===== src/rtl/alu_pkg.sv =====
// rtl/alu_pkg.sv - shared opcode/state types for the ALU operand sequencer
package alu_pkg;

    typedef enum logic [3:0] {
        OP_AND = 4'd0,
        OP_OR  = 4'd1,
        OP_XOR = 4'd2,
        OP_ADD = 4'd4,
        OP_SUB = 4'd5
    } alu_op_t;

    typedef enum logic [2:0] {
        S_LOAD_A  = 3'd0,
        S_LOAD_B  = 3'd1,
        S_LOAD_OP = 3'd2,
        S_EXEC    = 3'd3,
        S_SHOW    = 3'd4
    } seq_state_t;

    function automatic logic is_valid_op(input logic [3:0] op);
        case (op)
            OP_AND, OP_OR, OP_XOR, OP_ADD, OP_SUB: is_valid_op = 1'b1;
            default:                                is_valid_op = 1'b0;
        endcase
    endfunction

endpackage


===== src/rtl/alu_operand_sequencer_btn_debounce.sv =====
// rtl/alu_operand_sequencer_btn_debounce.sv - button synchronizer, debounce counter and press detector
module btn_debounce #(
    parameter int DB_CYCLES = 500000
) (
    input  logic clk,
    input  logic rst,
    input  logic btn,
    output logic press
);

    localparam int CW = (DB_CYCLES < 2) ? 1 : $clog2(DB_CYCLES);

    logic          sync1;
    logic          sync2;
    logic          cand;
    logic          level;
    logic          primed;
    logic [CW-1:0] cnt;

    // The first accepted level after reset only sets the baseline, so a
    // button held through reset never yields a press.
    always_ff @(posedge clk) begin
        if (rst) begin
            sync1  <= 1'b0;
            sync2  <= 1'b0;
            cand   <= 1'b0;
            level  <= 1'b0;
            primed <= 1'b0;
            cnt    <= '0;
            press  <= 1'b0;
        end else begin
            sync1 <= btn;
            sync2 <= sync1;
            press <= 1'b0;
            if (sync2 != cand) begin
                cand <= sync2;
                cnt  <= '0;
            end else if (cnt != CW'(DB_CYCLES - 1)) begin
                cnt <= cnt + 1'b1;
            end else begin
                level  <= cand;
                primed <= 1'b1;
                if (primed && cand && !level)
                    press <= 1'b1;
            end
        end
    end

endmodule


===== src/rtl/alu_operand_sequencer.sv =====
// rtl/alu_operand_sequencer.sv - steps A/B/opcode loading from switches and captures ALU results
module alu_operand_sequencer
    import alu_pkg::*;
#(
    parameter int WIDTH     = 4,
    parameter int DB_CYCLES = 500000
) (
    input  logic             clk,
    input  logic             rst,
    input  logic [WIDTH-1:0] sw,
    input  logic [3:0]       op_sw,
    input  logic             btn,
    input  logic [WIDTH-1:0] alu_result,
    input  logic             alu_n,
    input  logic             alu_c,
    input  logic             alu_v,
    output logic [WIDTH-1:0] alu_a,
    output logic [WIDTH-1:0] alu_b,
    output logic [3:0]       alu_control,
    output logic [WIDTH-1:0] result_q,
    output logic [3:0]       flags_q,
    output logic             valid,
    output logic             op_err,
    output logic [2:0]       state_q
);

    logic       press;
    seq_state_t state;

    btn_debounce #(.DB_CYCLES(DB_CYCLES)) u_btn (
        .clk   (clk),
        .rst   (rst),
        .btn   (btn),
        .press (press)
    );

    assign state_q = state;

    always_ff @(posedge clk) begin
        if (rst) begin
            state       <= S_LOAD_A;
            alu_a       <= '0;
            alu_b       <= '0;
            alu_control <= '0;
            result_q    <= '0;
            flags_q     <= '0;
            valid       <= 1'b0;
            op_err      <= 1'b0;
        end else begin
            case (state)
                S_LOAD_A: if (press) begin
                    alu_a <= sw;
                    state <= S_LOAD_B;
                end
                S_LOAD_B: if (press) begin
                    alu_b <= sw;
                    state <= S_LOAD_OP;
                end
                S_LOAD_OP: if (press) begin
                    alu_control <= op_sw;
                    state       <= S_EXEC;
                end
                // Operands were registered on the previous edge, so the ALU output has settled.
                S_EXEC: begin
                    result_q <= alu_result;
                    flags_q  <= {alu_n, (alu_result == '0), alu_c, alu_v};
                    valid    <= 1'b1;
                    op_err   <= !is_valid_op(alu_control);
                    state    <= S_SHOW;
                end
                S_SHOW: if (press) begin
                    valid <= 1'b0;
                    state <= S_LOAD_A;
                end
                default: state <= S_LOAD_A;
            endcase
        end
    end

endmodule

===== config.mk =====
export PLATFORM = sky130hd
export DESIGN_NAME = alu_operand_sequencer
export DESIGN_NICKNAME = d
export VERILOG_FILES = /design/src/rtl/alu_pkg.sv /design/src/rtl/alu_operand_sequencer_btn_debounce.sv /design/src/rtl/alu_operand_sequencer.sv
export SDC_FILE = /design/constraint.sdc
export NUM_CORES = 1
export LEC_CHECK = 0
export CAP_MARGIN = 5
export CORE_MARGIN = 5
export CORE_UTILIZATION = 45
export CTS_CLUSTER_SIZE = 24
export DETAILED_ROUTE_END_ITERATION = 6
export HOLD_SLACK_MARGIN = 0.12
export PLACE_DENSITY = 0.86
export SYNTH_ARGS = -nofsm -noshare
export SYNTH_HDL_FRONTEND = slang
export SYNTH_SLANG_ARGS = --single-unit

===== constraint.sdc =====
create_clock -name clk -period 1.6 [get_ports clk]
set_input_delay 0.24 -clock clk [delete_from_list [all_inputs] [get_ports clk]]
set_output_delay 0.24 -clock clk [all_outputs]
set_load 0.01 [all_outputs]

== After elaboration in Yosys (flattened, before gate mapping) ==
Index checks and enable logic that the tools add are counted.

* Flip-flop bits (word level): 50
* Input port bits: 18
* Logic and storage cells: 60
* Memories: 0
* Output and inout bits: 25
* Bits in writable memories: 0
* Bits in read-only memories: 0
* Bits in latches: 0

* Bitwise logic cells: 2
* Muxes and demuxes: 11
* Reduce and logical (&&, ||, !) cells: 17
* Shifts and indexed selects: 0
* Div/mod/pow operators: 0
* Add/subtract/negate cells: 1
* Multiply operators: 0
* Equality and inequality tests: 14
* Order comparisons: 0

{| class="wikitable"
|+ Operator list
! kind !! count
|-
| $add A19 B1 Y19 const B || 1
|-
| $ne A19 B19 Y1 const B || 1
|-
| $pmux W3 S5 || 1
|-
| $mux W3 || 4
|-
| $reduce_and A2 Y1 || 5
|-
| $eq A4 B3 Y1 const B || 2
|-
| $logic_not A4 Y1 || 2
|-
| $ne A2 B1 Y1 const B || 4
|-
| $eq A3 B2 Y1 const B || 2
|-
| $mux W1 || 5
|-
| $reduce_or A5 Y1 || 1
|-
| $eq A4 B1 Y1 const B || 1
|-
| $eq A4 B2 Y1 const B || 1
|-
| $reduce_and A4 Y1 || 1
|-
| $eq A3 B1 Y1 const B || 1
|-
| $eq A3 B3 Y1 const B || 1
|-
| $logic_not A3 Y1 || 1
|-
| $reduce_or A3 Y1 || 1
|-
| $logic_and A1 B1 Y1 || 2
|-
| $logic_not A1 Y1 || 2
|-
| $not A1 Y1 || 2
|-
| $pmux W1 S2 || 1
|-
| $reduce_bool A2 Y1 || 1
|-
| $reduce_or A2 Y1 || 1
|-
| $ne A1 B1 Y1 || 1
|}

== Longest topological paths before layout ==
Gate-level depths: netlist (run 1).

* Depth after elaboration: 6
* Gate-level depth with buffers: 6
* Gate-level depth less buffers: 5

== Cells and area by module ==
From an unflattened synthesis (run 1), not the netlist that was laid out.

* Cells, all modules: 238
* Area, all modules: 2327.2 um^2

{| class="wikitable"
|+ Modules (own cells, without submodules)
! module !! cells each !! area an instance (um^2) !! times used !! sequential area each (um^2)
|-
| alu_operand_sequencer || 114 || 1173.6 || 1 || 500.5
|-
| btn_debounce || 124 || 1153.6 || 1 || 500.5
|}

== Least setup slack after synthesis (run 1) ==
Ideal clock, no wire load.

* Kind: register -> register
* Start point: register u_btn.cnt[5]
* End point: register u_btn.level
* Buffers on the path: 0
* Path slack: -89 ps
* Cell stages (with the launch flop): 5
* Arrival time: 1563 ps
* Library setup time: 126 ps
* Period minus slack after synthesis: 1689 ps
* Data required time: 1474 ps
* Path through: dfxtp_1 -> or4b_4 -> or3_4 -> o311ai_2 -> o21ai_1

* Longest elaborated chain between the ends: 3

{| class="wikitable"
|+ Ends and longest elaborated chain
! what !! RTL line !! RTL
|-
| from (decl) || alu_operand_sequencer_btn_debounce.sv:18 || <nowiki>logic [CW-1:0] cnt;</nowiki>
|-
| from (signal assigned) || alu_operand_sequencer_btn_debounce.sv:39 || <nowiki>cnt <= cnt + 1'b1;</nowiki>
|-
| $ne A19 B19 Y1 || alu_operand_sequencer_btn_debounce.sv:38 || <nowiki>end else if (cnt != CW'(DB_CYCLES - 1)) begin</nowiki>
|-
| $not A1 Y1 (no source line) || -- ||
|-
| $reduce_and A2 Y1 (no source line) || -- ||
|-
| to (signal assigned) || alu_operand_sequencer_btn_debounce.sv:41 || <nowiki>level <= cand;</nowiki>
|-
| to (decl) || alu_operand_sequencer_btn_debounce.sv:16 || <nowiki>logic level;</nowiki>
|}

No other way between the ends.
A chain may end at the register's enable or synchronous reset.

== Worst setup path in the final report (run 1) ==
* Start point: register u_btn.cnt[5]
* End point: register u_btn.cnt[5]

* Longest elaborated chain between the ends: 1
* Elaborated cells on any way between the ends: 2
* Those cells by class: 1 x add/sub; 1 x eq/ne

{| class="wikitable"
|+ Ends and longest elaborated chain
! what !! RTL line
|-
| $add A19 B1 Y19 / $ne A19 B19 Y1 (equally long branches) || alu_operand_sequencer_btn_debounce.sv:39, alu_operand_sequencer_btn_debounce.sv:38
|}

Several ways; a longest one is shown, not always the timed one.

==> results of run 1 <==
## area by class of cell
| cell class | instances | area (um^2) |
|---|---|---|
| Clock inverter | 2 | 17.52 |
| Multi-Input combinational cell | 165 | 1080 |
| Tap cell | 52 | 65.06 |
| Timing Repair Buffer | 67 | 608.1 |
| Inverter | 3 | 11.26 |
| Sequential cell | 50 | 1013 |
| Fill cell | 336 | 1506 |
| Clock buffer | 6 | 82.58 |
## path summary, 6_finish.rpt
check | startpoint | endpoint | slack, ns | cells after the start
worst max-delay path | u_btn.cnt[5] | u_btn.cnt[5] | -0.16 | 4
worst min-delay path | u_btn.sync1 | u_btn.sync2 | 0.45 | 1
worst max register to register | u_btn.cnt[5] | u_btn.cnt[5] | -0.16 | 4
worst min register to register | u_btn.sync1 | u_btn.sync2 | 0.45 | 1
## worst max-delay path, cell delays in order, from the launching register on
cell,delay [ns]
dfxtp_2,0.33
or4b_4,0.54
or3_4,0.44
o211ai_1,0.21
o41ai_1,0.12
## kinds of logic after synthesis
group	count (synthesis)	share of synthesized area, %
simple gates	104	27.04
flops	50	48.72
compound gates	40	11.88
buf+inv	13	2.436
mux	13	6.334
xor+xnor	7	2.984
fa+ha+maj	1	0.6089
## synthesized netlist by cell type (2+ instances only)
cell type   n
and2_1      2
or4_1       3
a211oi_1    2
xor2_1      7
clkbuf_1    9
a31oi_1     2
nor3_1      6
o211ai_1    3
inv_1       3
or3_1       5
nor2_1     24
a21oi_1    17
nor4_1      3
nand2b_1    3
nand4_1     4
mux2i_1    13
nor2b_1     4
nand2_1    28
nand3_1     7
o21ai_0     8
nand3b_1    2
dfxtp_1    50
and4_1      3
## flip-flops by register name, indices dropped and copies added (netlist names)
register,cells
u_btn.cand,1
state_q,3
u_btn.sync1,1
u_btn.sync2,1
u_btn.cnt,19
op_err,1
u_btn.press,1
valid,1
u_btn.level,1
alu_a,4
alu_control,4
result_q,4
alu_b,4
u_btn.primed,1
flags_q,4
## cells in the final DEF (no fill, tap or decap), drive strengths merged, types with 2 or more instances in the layout
| master | instances |
|---|---|
| nand3b | 2 |
| mux2i | 13 |
| inv | 3 |
| or4 | 3 |
| nand2 | 28 |
| a21oi | 17 |
| nor2 | 24 |
| o211ai | 3 |
| o21ai | 9 |
| a31oi | 2 |
| nand3 | 7 |
| nor2b | 4 |
| or4b | 3 |
| and2 | 2 |
| nand4 | 4 |
| nand2b | 3 |
| xor2 | 7 |
| a211oi | 2 |
| and4 | 3 |
| clkinv | 2 |
| clkbuf | 6 |
| buf | 25 |
| nor3 | 7 |
| dfxtp | 50 |
| nor4 | 3 |
| clkdlybuf4s50 | 42 |
| or3 | 6 |
## power by group through the flow
stage | logic [W] | registers (W) | clock network [W]
final | 0.000109 | 0.00126 | 0.000797
after global placement | 0.000101 | 0.00129 | 0
after detailed placement | 0.000105 | 0.00129 | 0
after global routing | 0.000118 | 0.00126 | 0.000878
after floorplan | 0.0000380 | 0.00129 | 0
after CTS | 0.000106 | 0.00126 | 0.000816
## stage by stage
step           setup slack [ns]  setup TNS (ns)  hold slack [ns]
5_1_grt                 -0.2113          -1.146           0.4730
6_report                -0.1645         -0.5559           0.4547
2_1_floorplan          -0.05614        -0.07102           0.3230
3_5_place_dp            -0.1413         -0.5078           0.4362
4_1_cts                 -0.1318         -0.3737           0.4569
3_3_place_gp           -0.07912         -0.1538           0.4167
## timing repair
| item | 4_1_cts | 5_1_grt |
|---|---|---|
| hold endpoints to repair | 0 | 0 |
| hold buffers | 0 | 0 |
| cloned | 0 | 0 |
| endpoints found under the setup margin | 11 | 16 |
| buffers inserted | 1 | 0 |
| pin swaps | 4 | 2 |
| gates resized for setup | 10 | 15 |
## per-layer routing
layer	wire (um)	part of all wire [%]	vias to the layer above	GRT usage [%]
li1	-	-	944	-
met1	2338	44	909	22.01
met2	2742	51	31	32.49
met3	149	2.8	9	3.125
met4	110	2.1	0	8.419
met5	0	0	-	0
==> flow_summary.yaml, run 1 <==
global_routing:
  grt_pass1_wl_mm: 9.142
  grt_util_all_layers_pct: 18.53
  overflow: 0
  grt_pass1_vias: 1971
  antenna_found_initial: 0
  grt_max_degree: 33
cts:
  htree_num_levels: 2
  clock_path_buffers: 2
  cts_made_buffers: 5
  clock_latency_ns: 0.31
  clk_pin_slew_worst_paths_ns: 0.08
  cts_root_buffer: "clkbuf_8"
  numClockSinks: 50
  cts_tree: "done"
critical_path:
  end_kind: "flop"
  worstSetupPathType: "reg2reg"
  crit_arrival_ns: 1.94
  crit_fanout: 4
  required_ns: 1.78
  start_kind: "flop"
drt:
  drc: 0
  post_drt_via_cell_ratio: 5.487
  dr.first_iter.drc_count: 185
  postRouteAntennaNets: 0
  vias: 1893
  firstDrtPassIters: 4
  wire_per_inst_um: 15.48
  routed_wl_mm: 5.340
power:
  power_density_nw_per_um2: 752.4
  pwr-share-comb_pct: 5.0
  swShare_pct: 23.11
  fin_total_pwr_w: 0.002165
  ir_drop_v: 0.0005551
  leakage_nw: 1.005
  clkPwrFrac_pct: 36.8
  power.internal_w: 0.001665
  power_switching_w: 0.0005005
  pwr-share-seq_pct: 58.2
sta:
  hold_violations: 0
  setup_violations: 7
  fin_crit_ns: 1.765
  clock_skew_ns: 0.01262
  max_slew_margin_pct: 69.25
  fmax_mhz: 566.7
  rsz0062_at_grt: "yes"
  drv_slew: 0
  fin_crit_sh_pct: 110.3
  finalWorstSetupSlack_ns: -0.1645
  tightest_slew_ns: 0.4593
yosys:
  synth_cells: 228
  synth.top_cell.area_share_pct: 48.72
  synth_top_flop_cell: "dfxtp_1"
  ys_warn_count: 0
  async_flop_share_pct: 0
  synth_area_leaders: "dfxtp_1, mux2i_1, nand2_1, nor2_1, a21oi_1"
  synth_sequential_area_ratio_pct: 48.72
  synth-edff-count: 0
  yosysTopAreaCell: "dfxtp_1"
  syn_area_um2: 2054
  synth_cell_types: 43
  ys_ff_latch: 50
  synth_nets: 247
  synth_area_per_cell_um2: 9.011
floorplan:
  std_cell_rows: 24
  initial_core_util_pct: 46.86
  die_w_um: 77.57
  dieArea_um2: 6017
  core-area_um2: 4384
  die_y_um: 77.57
  io_pins: 43
place:
  placed_area_um2: 2685
  dpl.cell_count: 336
  gp_congestion: 0.8088
  hpwl_mm: 3.700
  port-buffer-count: 42
final_layout:
  fin_nets: 311
  finalInstanceArea_um2: 2878
  diodes: 0
  area_growth_pct: 40.07
  final_core_util_pct: 65.64
  stdcell_count: 345
  drive_gt1_share_pct: 19.11
run_status:
  violations: "setup timing"
  outcome: "finished with violations"
hold_path:
  hold_path.class: "reg2reg"
job:
  cap_violations: 0
No activity file was read; power rests on OpenSTA's default activity.
==> inputs of run 2 (changes only) <==
--- a/config.mk
+++ b/config.mk
@@ -5,6 +5,7 @@
 export SDC_FILE = /design/constraint.sdc
 export NUM_CORES = 1
 export LEC_CHECK = 0
+export ABC_AREA = 0
 export CAP_MARGIN = 5
 export CORE_MARGIN = 5
 export CORE_UTILIZATION = 45
==> results of run 2 <==
Final layout, timing and power as in run 1 (identical DEF).
==> inputs of run 3 (changes only) <==
--- a/config.mk
+++ b/config.mk
@@ -8,11 +8,12 @@
 export ABC_AREA = 0
 export CAP_MARGIN = 5
 export CORE_MARGIN = 5
-export CORE_UTILIZATION = 45
+export CORE_UTILIZATION = 54
 export CTS_CLUSTER_SIZE = 24
 export DETAILED_ROUTE_END_ITERATION = 6
 export HOLD_SLACK_MARGIN = 0.12
-export PLACE_DENSITY = 0.86
+export PLACE_DENSITY = 0.95
 export SYNTH_ARGS = -nofsm -noshare
 export SYNTH_HDL_FRONTEND = slang
 export SYNTH_SLANG_ARGS = --single-unit
+export TNS_END_PERCENT = 50
==> constraint.sdc (replaced) <==
create_clock -name clk -period 2.1 [get_ports clk]
set_input_delay 0.315 -clock clk [delete_from_list [all_inputs] [get_ports clk]]
set_output_delay 0.315 -clock clk [all_outputs]
set_load 0.01 [all_outputs]
==> run 3 against run 2 <==
Compared with the run above:
- the run now ends clean
- worst setup slack improved by 0.48 ns
- final cell count is 7.5% lower
- clock power down 27%
- sequential share of layout area increased by 3.0 points
- hold slack worse by 0.010 ns
- critical path depth unchanged
- sequential cell count unchanged
- design area is 9.0% lower
- combinational power shrank 32%
- critical endpoint is now u_btn.level
- highest routed layer unchanged
==> flow_summary.yaml, run 3 (synthesis results as in run 1) <==
critical_path:
  start_kind: "flop"
  worstSetupPathType: "reg2reg"
  crit_arrival_ns: 1.98
  critPathBufInv: 0
  cpMaxStageDelayCell: "or4b_4"
  cp_num_cells: 4
  ff2ff_path_depth: 4
  crit_family: "simple AND/OR/NAND/NOR gates"
  end_kind: "flop"
  cp_cell_sequence: "or4b_4 > or3_4 > o311ai_2 > o21ai_1"
  crit_fanout: 6
  slowest_delay_ns: 0.57
  required_ns: 2.30
power:
  leakage_nw: 0.8452
  fin_total_pwr_w: 0.001620
  ir_drop_v: 0.0004381
  power_density_nw_per_um2: 618.7
sta:
  hold_violations: 0
  fmax_mhz: 561.8
  setup-tns-final_ns: 0
  hold-worst-slack_ns: 0.4445
  max_slew_margin_pct: 67.55
  drv_slew: 0
  tightest_slew_ns: 0.4846
  clock_skew_ns: 0.009067
  fin_crit_ns: 1.780
  fin_crit_sh_pct: 84.76
  rsz0062_at_grt: "no"
  setup_violations: 0
drt:
  drc: 0
  postRouteAntennaNets: 0
  firstDrtPassIters: 4
  dr.first_iter.drc_count: 135
  post_drt_via_cell_ratio: 5.693
  wire_per_inst_um: 14.31
  vias: 1816
  routed_wl_mm: 4.564
floorplan:
  die_w_um: 71.68
  std_cell_rows: 22
  core-area_um2: 3661
  initial_core_util_pct: 56.12
  io_pins: 43
  die_y_um: 71.68
  dieArea_um2: 5138
cts:
  clock_latency_ns: 0.30
  htree_num_levels: 2
  numClockSinks: 50
  holdBufCountCts: 0
  post-cts-setup-buffers: 0
  cts_root_buffer: "clkbuf_8"
  clk_pin_slew_worst_paths_ns: 0.09
  clock_path_buffers: 2
  cts_resized: 0
  cts_tree: "done"
  cts_made_buffers: 5
final_layout:
  largest-register: "u_btn.cnt"
  diodes: 0
  fin_nets: 289
  area_growth_pct: 27.47
  final_common_cell: "dfxtp_1"
  final_cell_mix: "dfxtp_1, clkdlybuf4s50_1, nand2_1"
  largest_reg_flops: 19
  final_core_util_pct: 71.53
  finalInstanceArea_um2: 2619
  drive_gt1_share_pct: 6.642
global_routing:
  grt_max_degree: 33
  grt_pass1_vias: 1738
  antenna_found_initial: 0
  grt_util_all_layers_pct: 18.44
  overflow: 0
  grt_pass1_wl_mm: 7.700
hold_path:
  hold_path.class: "reg2reg"
  holdPathStages: 1
place:
  hpwl_mm: 3.295
  gp_congestion: 0.7885
  port-buffer-count: 42
  placed_area_um2: 2519
job:
  cap_violations: 0
run_status:
  outcome: "complete, no violations"
[run 3: cell count changes in the layout (fill, tap and decap cells not counted), sizes merged]
cell | previous run | this run
buf | 25 | 3
[run 3: through the flow]
stage	worst slack, ns	cells
after global placement	0.3529	311
after global routing	0.1926	319
after floorplan	0.4109	228
after detailed placement	0.3237	311
final	0.3201	319
after CTS	0.3400	319
[run 3: layout make-up]
| type | instances | area, um^2 |
|---|---|---|
| Clock buffer | 6 | 82.58 |
| Fill cell | 269 | 1042 |
| Clock inverter | 2 | 17.52 |
| Sequential cell | 50 | 1001 |
| Inverter | 3 | 11.26 |
| Timing Repair Buffer | 45 | 442.9 |
| Tap cell | 48 | 60.06 |
| Multi-Input combinational cell | 165 | 1003 |
[run 3: power by group]
part | switching [W] | internal (W)
Sequential | 0.00000707 | 0.000954
Combinational | 0.0000341 | 0.0000405
Clock | 0.000313 | 0.000271
Total | 0.000354 | 0.00127
[run 3: routing by layer]
metal	up-vias	GRT usage [%]	wire length [um]	share of wire (%)
li1	893	-	-	-
met1	865	22.22	1953	43
met2	47	30.71	2283	50
met3	11	4.769	227	5.0
met4	0	8.351	99	2.2
met5	-	0	0	0
[run 3: final timing paths]
path | start | to | slack (ns)
min | u_btn.sync1 | u_btn.sync2 | 0.44
max reg2reg | u_btn.cnt[5] | u_btn.level | 0.32
min reg2reg | u_btn.sync1 | u_btn.sync2 | 0.44
max | u_btn.cnt[5] | u_btn.level | 0.32
